$ cat src/rtl/fmt_receiver.sv
// Receiving end of the formatter packet interface: grants packets against free
// FIFO space, checks start/end framing and drains buffered words to a consumer.
module fmt_receiver #(
   parameter int DEPTH = 32,
   parameter int CNT_W = 16
) (
   input  logic                 clk_i,
   input  logic                 rstn_i,
   input  logic                 fmt_req_i,
   input  logic [1:0]           fmt_chid_i,
   input  logic [5:0]           fmt_length_i,
   output logic                 fmt_grant_o,
   input  logic [31:0]          fmt_data_i,
   input  logic                 fmt_start_i,
   input  logic                 fmt_end_i,
   output logic                 rx_val_o,
   input  logic                 rx_rdy_i,
   output logic [31:0]          rx_data_o,
   output logic [1:0]           rx_chid_o,
   output logic                 rx_last_o,
   output logic [4*CNT_W-1:0]   pkt_cnt_o,
   output logic                 err_o,
   output logic [2:0]           err_code_o,
   input  logic                 err_clr_i
);

   localparam int AW = (DEPTH > 1) ? $clog2(DEPTH) : 1;

   typedef enum logic [1:0] {IDLE, GRANT, RECV} state_e;

   typedef struct packed {
      logic [1:0]  chid;
      logic        last;
      logic [31:0] data;
   } entry_t;

   state_e             state_q, state_d;
   logic [1:0]         chid_q, chid_d;
   logic [5:0]         len_q, len_d;
   logic [5:0]         beat_q, beat_d;
   logic               pkt_err_q, pkt_err_d;
   logic               illeg_q, illeg_d;
   logic               err_q, err_d;
   logic [2:0]         code_q, code_d;
   logic [CNT_W-1:0]   cnt_q [4];
   logic [CNT_W-1:0]   cnt_d [4];
   logic [6:0]         count_q, count_d;
   logic [AW-1:0]      wr_ptr_q, wr_ptr_d;
   logic [AW-1:0]      rd_ptr_q, rd_ptr_d;
   entry_t             mem_q [DEPTH];

   logic       len_ok, req_legal, req_illegal;
   logic       in_recv, first_beat, last_beat;
   logic       start_err, end_err, push, pop;
   logic [6:0] free;
   entry_t     head;

   function automatic logic [AW-1:0] ptr_inc(input logic [AW-1:0] p);
      return (p == AW'(DEPTH - 1)) ? '0 : p + AW'(1);
   endfunction

   assign free        = 7'(DEPTH) - count_q;
   assign len_ok      = (fmt_length_i != 6'd0) && ({1'b0, fmt_length_i} <= 7'(DEPTH));
   assign req_legal   = (state_q == IDLE) && fmt_req_i && len_ok && ({1'b0, fmt_length_i} <= free);
   assign req_illegal = (state_q == IDLE) && fmt_req_i && !len_ok;
   assign in_recv     = (state_q == RECV);
   assign first_beat  = (beat_q == 6'd0);
   assign last_beat   = (beat_q == len_q - 6'd1);
   assign start_err   = in_recv && (fmt_start_i != first_beat);
   assign end_err     = in_recv && (fmt_end_i != last_beat);
   assign push        = in_recv;
   assign pop         = rx_val_o && rx_rdy_i;

   // NOTE: state registers use non-blocking assignments so every flop samples pre-edge values.
   always_ff @(posedge clk_i or negedge rstn_i) begin
      if (!rstn_i) state_q <= IDLE;
      else         state_q <= state_d;
   end

   // NOTE: every combinational output gets a default first so no latch is inferred.
   always_comb begin
      state_d = state_q;
      unique case (state_q)
         IDLE:    if (req_legal) state_d = GRANT;
         GRANT:   state_d = RECV;
         RECV:    if (last_beat) state_d = IDLE;
         default: state_d = IDLE;
      endcase
   end

   always_comb begin
      fmt_grant_o = (state_q == GRANT);
   end

   always_comb begin
      chid_d    = chid_q;
      len_d     = len_q;
      cnt_d     = cnt_q;
      wr_ptr_d  = push ? ptr_inc(wr_ptr_q) : wr_ptr_q;
      rd_ptr_d  = pop  ? ptr_inc(rd_ptr_q) : rd_ptr_q;
      beat_d    = in_recv ? beat_q + 6'd1 : 6'd0;
      pkt_err_d = in_recv && !last_beat && (pkt_err_q || start_err || end_err);
      illeg_d   = req_illegal;
      err_d     = start_err || end_err || (req_illegal && !illeg_q);
      // A new error in the same cycle as a clear still lands in the status.
      code_d    = (err_clr_i ? 3'b000 : code_q) | {req_illegal, end_err, start_err};
      if (req_legal) begin
         chid_d = fmt_chid_i;
         len_d  = fmt_length_i;
      end
      if (in_recv && last_beat && !(pkt_err_q || start_err || end_err))
         cnt_d[chid_q] = cnt_q[chid_q] + CNT_W'(1);
      unique case ({push, pop})
         2'b10:   count_d = count_q + 7'd1;
         2'b01:   count_d = count_q - 7'd1;
         default: count_d = count_q;
      endcase
   end

   always_ff @(posedge clk_i or negedge rstn_i) begin
      if (!rstn_i) begin
         chid_q    <= '0;
         len_q     <= '0;
         beat_q    <= '0;
         pkt_err_q <= 1'b0;
         illeg_q   <= 1'b0;
         err_q     <= 1'b0;
         code_q    <= '0;
         cnt_q     <= '{default: '0};
         count_q   <= '0;
         wr_ptr_q  <= '0;
         rd_ptr_q  <= '0;
      end else begin
         chid_q    <= chid_d;
         len_q     <= len_d;
         beat_q    <= beat_d;
         pkt_err_q <= pkt_err_d;
         illeg_q   <= illeg_d;
         err_q     <= err_d;
         code_q    <= code_d;
         cnt_q     <= cnt_d;
         count_q   <= count_d;
         wr_ptr_q  <= wr_ptr_d;
         rd_ptr_q  <= rd_ptr_d;
      end
   end

   // NOTE: storage is not reset; the count alone decides which entries are valid.
   always_ff @(posedge clk_i) begin
      if (push) mem_q[wr_ptr_q] <= '{chid: chid_q, last: last_beat, data: fmt_data_i};
   end

   assign head       = mem_q[rd_ptr_q];
   assign rx_val_o   = (count_q != 7'd0);
   assign rx_data_o  = rx_val_o ? head.data : 32'd0;
   assign rx_chid_o  = rx_val_o ? head.chid : 2'd0;
   assign rx_last_o  = rx_val_o && head.last;
   assign err_o      = err_q;
   assign err_code_o = code_q;

   for (genvar g = 0; g < 4; g++) begin : g_cnt
      assign pkt_cnt_o[g*CNT_W +: CNT_W] = cnt_q[g];
   end

endmodule

$ cat config.mk
export PLATFORM = sky130hd
export DESIGN_NAME = fmt_receiver
export DESIGN_NICKNAME = d
export VERILOG_FILES = /design/src/rtl/fmt_receiver.sv
export SDC_FILE = /design/constraint.sdc
export NUM_CORES = 1
export LEC_CHECK = 0
export CAP_MARGIN = 10
export CORE_MARGIN = 5
export CORE_UTILIZATION = 50
export DETAILED_ROUTE_END_ITERATION = 12
export GPL_TIMING_DRIVEN = 0
export PLACE_DENSITY = 0.67
export SLEW_MARGIN = 0
export SYNTH_ARGS = -nofsm -noshare
export SYNTH_HDL_FRONTEND = slang
export SYNTH_SLANG_ARGS = --single-unit
$ cat constraint.sdc
create_clock -name clk_i -period 8.75 [get_ports clk_i]
set_clock_uncertainty 0.1 [all_clocks]
set_input_delay 1.75 -clock clk_i [delete_from_list [all_inputs] [get_ports clk_i]]
set_output_delay 1.75 -clock clk_i [all_outputs]
set_load 0.02 [all_outputs]
==> key figures <==
Yosys
  • Count of different cell masters after synthesis: 57
  • Synthesized instance count: 2137
  • Yosys top cell area share: 0.699
  • Async SR Flop Fraction: 0.0842
  • Ys flop type: edfxtp_1
  • Seq/Total Area, Yosys: 0.753
  • Post-synthesis net count: 2205
  • Yosys warning total: 0
  • Synth Area per Inst: 22.5 um2
  • Synth area leader: edfxtp_1
  • Post-synth EDFFs: 1120
  • Flops & latches, synth: 1223
  • Synthesized area: 0.0481 mm2
  • Synth area leaders: edfxtp_1, mux4_2, dfrtp_1

Drt
  • Routed len/inst: 29.7 um
  • Iter 0 DRT Violations: 2621
  • Vias/cell: 6.09
  • Drt total wl: 113000 um
  • TritonRoute pass-1 iters: 8
  • # DRC: 0
  • Vias: 23.2k
  • Number of nets still failing antenna checks after routing: 0

Setup path
  • Crit path required time: 6900 ps
  • Element type at the critical path start: register
  • Crit-path slowest cell: clkbuf_1
  • Worst EP arrival: 4670 ps
  • Critical path cell sequence: clkbuf_1 -> clkbuf_1 -> mux4_2 -> mux4_2 -> mux2i_1 -> nor2_1 -> clkdlybuf4s50_1
  • CP Class: register to output pin
  • Reg2reg end: count_q[6]
  • Reg2reg start: count_q[1]
  • Biggest cell delay along the critical path: 850 ps
  • Worst Path Max Fanout: 10
  • R2R Setup Slk: 3860 ps
  • R2r worst-path depth: 18
  • Crit end category: output pin

Timing
  • Final Max Slew Viols: 0
  • Setup TNS Final: 0 ps
  • Slew margin rel.: 0.203
  • Setup violators final: 0
  • Final min period: 6520 ps
  • Worst slew pin tran: 1200 ps
  • Period utilization: 0.745
  • Max Freq: 153 MHz
  • Hold WS: 376 ps
  • RSZ-0062 raised after global routing: no
  • Final Hold Fails: 0

Placement
  • Gpl congestion: 0.784
  • # port buffers: 151
  • Area after DPL: 0.0521 mm2
  • Post-DP HPWL: 73400 um

Floorplan
  • Die X-Extent: 320 um
  • Starting Density: 0.505
  • # IOs: 152
  • Core area: 0.0953 mm2
  • Core Rows: 113
  • Die ar.: 0.102 mm2
  • Die Span Y: 320 um

GRT
  • Total track usage: 0.222
  • Global routing usage on met2: 0.371
  • Gr ovfl total: 0
  • GRT Max-Usage Layer: met2
  • Vias in the first global route: 24.8k
  • Global-route wire length before repair: 167000 um
  • Initial antenna violation count: 2
  • Met1 Track Usage GR: 0.309
  • Met3 Use GR: 0.0414
  • Maximum number of pins on one net before global-route repair: 54

Power
  • PwrDens: 294 mW/mm2
  • Leak Pwr: 18.3 nW
  • Worst VDD drop: 0.000197 V

CTS
  • Clock transition at path regs: 70 ps
  • CTS H-Tree Depth: 3
  • Cts bufs inserted: 119
  • Clk root buf: clkbuf_16
  • Number of hold buffers added after cts: 0
  • Total clock sinks: 1223
  • Clock Path Buffers: 3
  • CTS tree: built
  • Worst skew pair latency: 700 ps
  • Setup bufs post-CTS: 0
  • Post_cts resized: 0

Layout
  • Final net count: 2514
  • Fin area: 0.0561 mm2
  • Layout cell share with drive strength beyond 1: 0.279
  • Post-synthesis to final-layout area growth: 16.7%
  • Fillers: 6766
  • Antenna Cells: 0

Min path
  • Min-Delay Startpoint: pkt_cnt_o[47]
  • Worst Hold Endpoint: pkt_cnt_o[47]
  • Worst Hold Depth: 1
  • HP Class: register to register

Flow run
  • Max Cap Violations: 0

Status
  • Outcome: completed
-- per-stage QoR --
stage / cells / utilization / worst slack (ps) / power (W)
3_3_place_gp: 3553 / 0.537 / 1830 / 0.0114
3_5_place_dp: 3588 / 0.547 / 3060 / 0.0116
4_1_cts: 3813 / 0.588 / 2260 / 0.0167
5_1_grt: 3815 / 0.589 / 2020 / 0.0172
6_report: 3815 / 0.589 / 2230 / 0.0165
2_1_floorplan: 2137 / - / 4470 / 0.00978
-- sequential cells by signal, summed over array words and instances, names as in the netlist --
register and cells:
count_q 7, illeg_q 1, beat_q 6, pkt_err_q 1
mem_q 1120, chid_q 2, state_q 2, err_o 1
wr_ptr_q 5, err_code_o 3, pkt_cnt_o 64, rd_ptr_q 5
len_q 6
-- placed cells by master (no fill, tap or decap), drive strengths merged, types with 38 or more instances in the layout --
cell,instances
edfxtp,1120
dfrtp,103
mux2,64
mux2i,38
buf,94
clkinv,51
mux4,364
nor2,93
clkbuf,204
clkdlybuf4s50,150
-- layout make-up --
class                   count  area [um2]  share of cell area
plain buffers             110         482             0.00858
clock buffers             150        3150              0.0562
clock inverters            75         769              0.0137
inverters                  22        82.6             0.00147
multi-input cells         782       11600               0.206
flip-flops and latches   1223       36200               0.645
well taps                1265        1580              0.0282
repair buffers            188        2260              0.0403
-- logic make-up (layout without fill, tap and decap cells) --
| kind of cell | Yosys count | after routing | share of synthesized area |
|---|---|---|---|
| adder cells (fa/ha/maj) | 21 | 21 | 0.00546 |
| AND/OR/NAND/NOR | 210 | 210 | 0.0225 |
| multiplexers | 466 | 466 | 0.194 |
| flip-flops | 1223 | 1223 | 0.753 |
| XOR/XNOR | 48 | 48 | 0.00874 |
| AO/OA/AOI/OAI | 37 | 37 | 0.00510 |
| buffers and inverters | 132 | 545 | 0.0117 |
-- synthesized netlist by cell type, types with 4 or more instances --
cell type and number:
and2_1 6, or3_1 6, ha_1 21, nand4_1 10
o21ai_0 12, mux2_1 16, buf_1 20, buf_2 33
nand2b_1 7, nand3b_1 4, nand3_1 18, inv_1 21
clkbuf_1 54, a21oi_1 10, mux2i_1 38, edfxtp_1 1120
mux4_1 4, nor3b_1 4, mux4_2 360, nor2b_1 5
xnor2_1 32, nand2_1 27, dfrtp_1 103, xor2_1 16
nor2_1 93, and3_1 4, mux2_2 48, nor3_1 6
-- routing by layer --
metal / routed length (um) / share of wire / vias to the layer above
li1: - / - / 9579
met1: 45000 / 0.40 / 12500
met2: 57200 / 0.51 / 1013
met3: 8100 / 0.072 / 178
met4: 2760 / 0.024 / 4
met5: 31 / 0.00027 / -
-- how the worst max path moves through the flow --
stage | from | endpoint | slack [ps] | cells after the start
6_report | rd_ptr_q[1] | rx_data_o[30] | 2230 | 7
5_1_grt | rd_ptr_q[1] | rx_chid_o[0] | 2020 | 7
4_1_cts | rd_ptr_q[1] | rx_chid_o[0] | 2260 | 7
3_5_place_dp | rd_ptr_q[1] | rx_last_o | 3060 | 7
3_3_place_gp | rstn_i | pkt_cnt_o[26] | 1830 | 1
2_1_floorplan | rd_ptr_q[0] | rx_data_o[10] | 4470 | 7
-- report_power, final --
| part | internal (W) | total [W] | leakage [nW] | switching, W |
|---|---|---|---|---|
| clock | 0.00292 | 0.00510 | 1.92 | 0.00218 |
| sequential | 0.00673 | 0.00686 | 11.5 | 0.000132 |
| combinational | 0.00203 | 0.00456 | 4.92 | 0.00253 |
-- worst max-delay path, delay by kind of cell (launching register included) --
family,cells,cell delay (ps)
buffers and inverters,3,2320
muxes,3,740
and+or+nand+nor,1,480
DFF,1,400
Power figures use the tool's default switching activity.
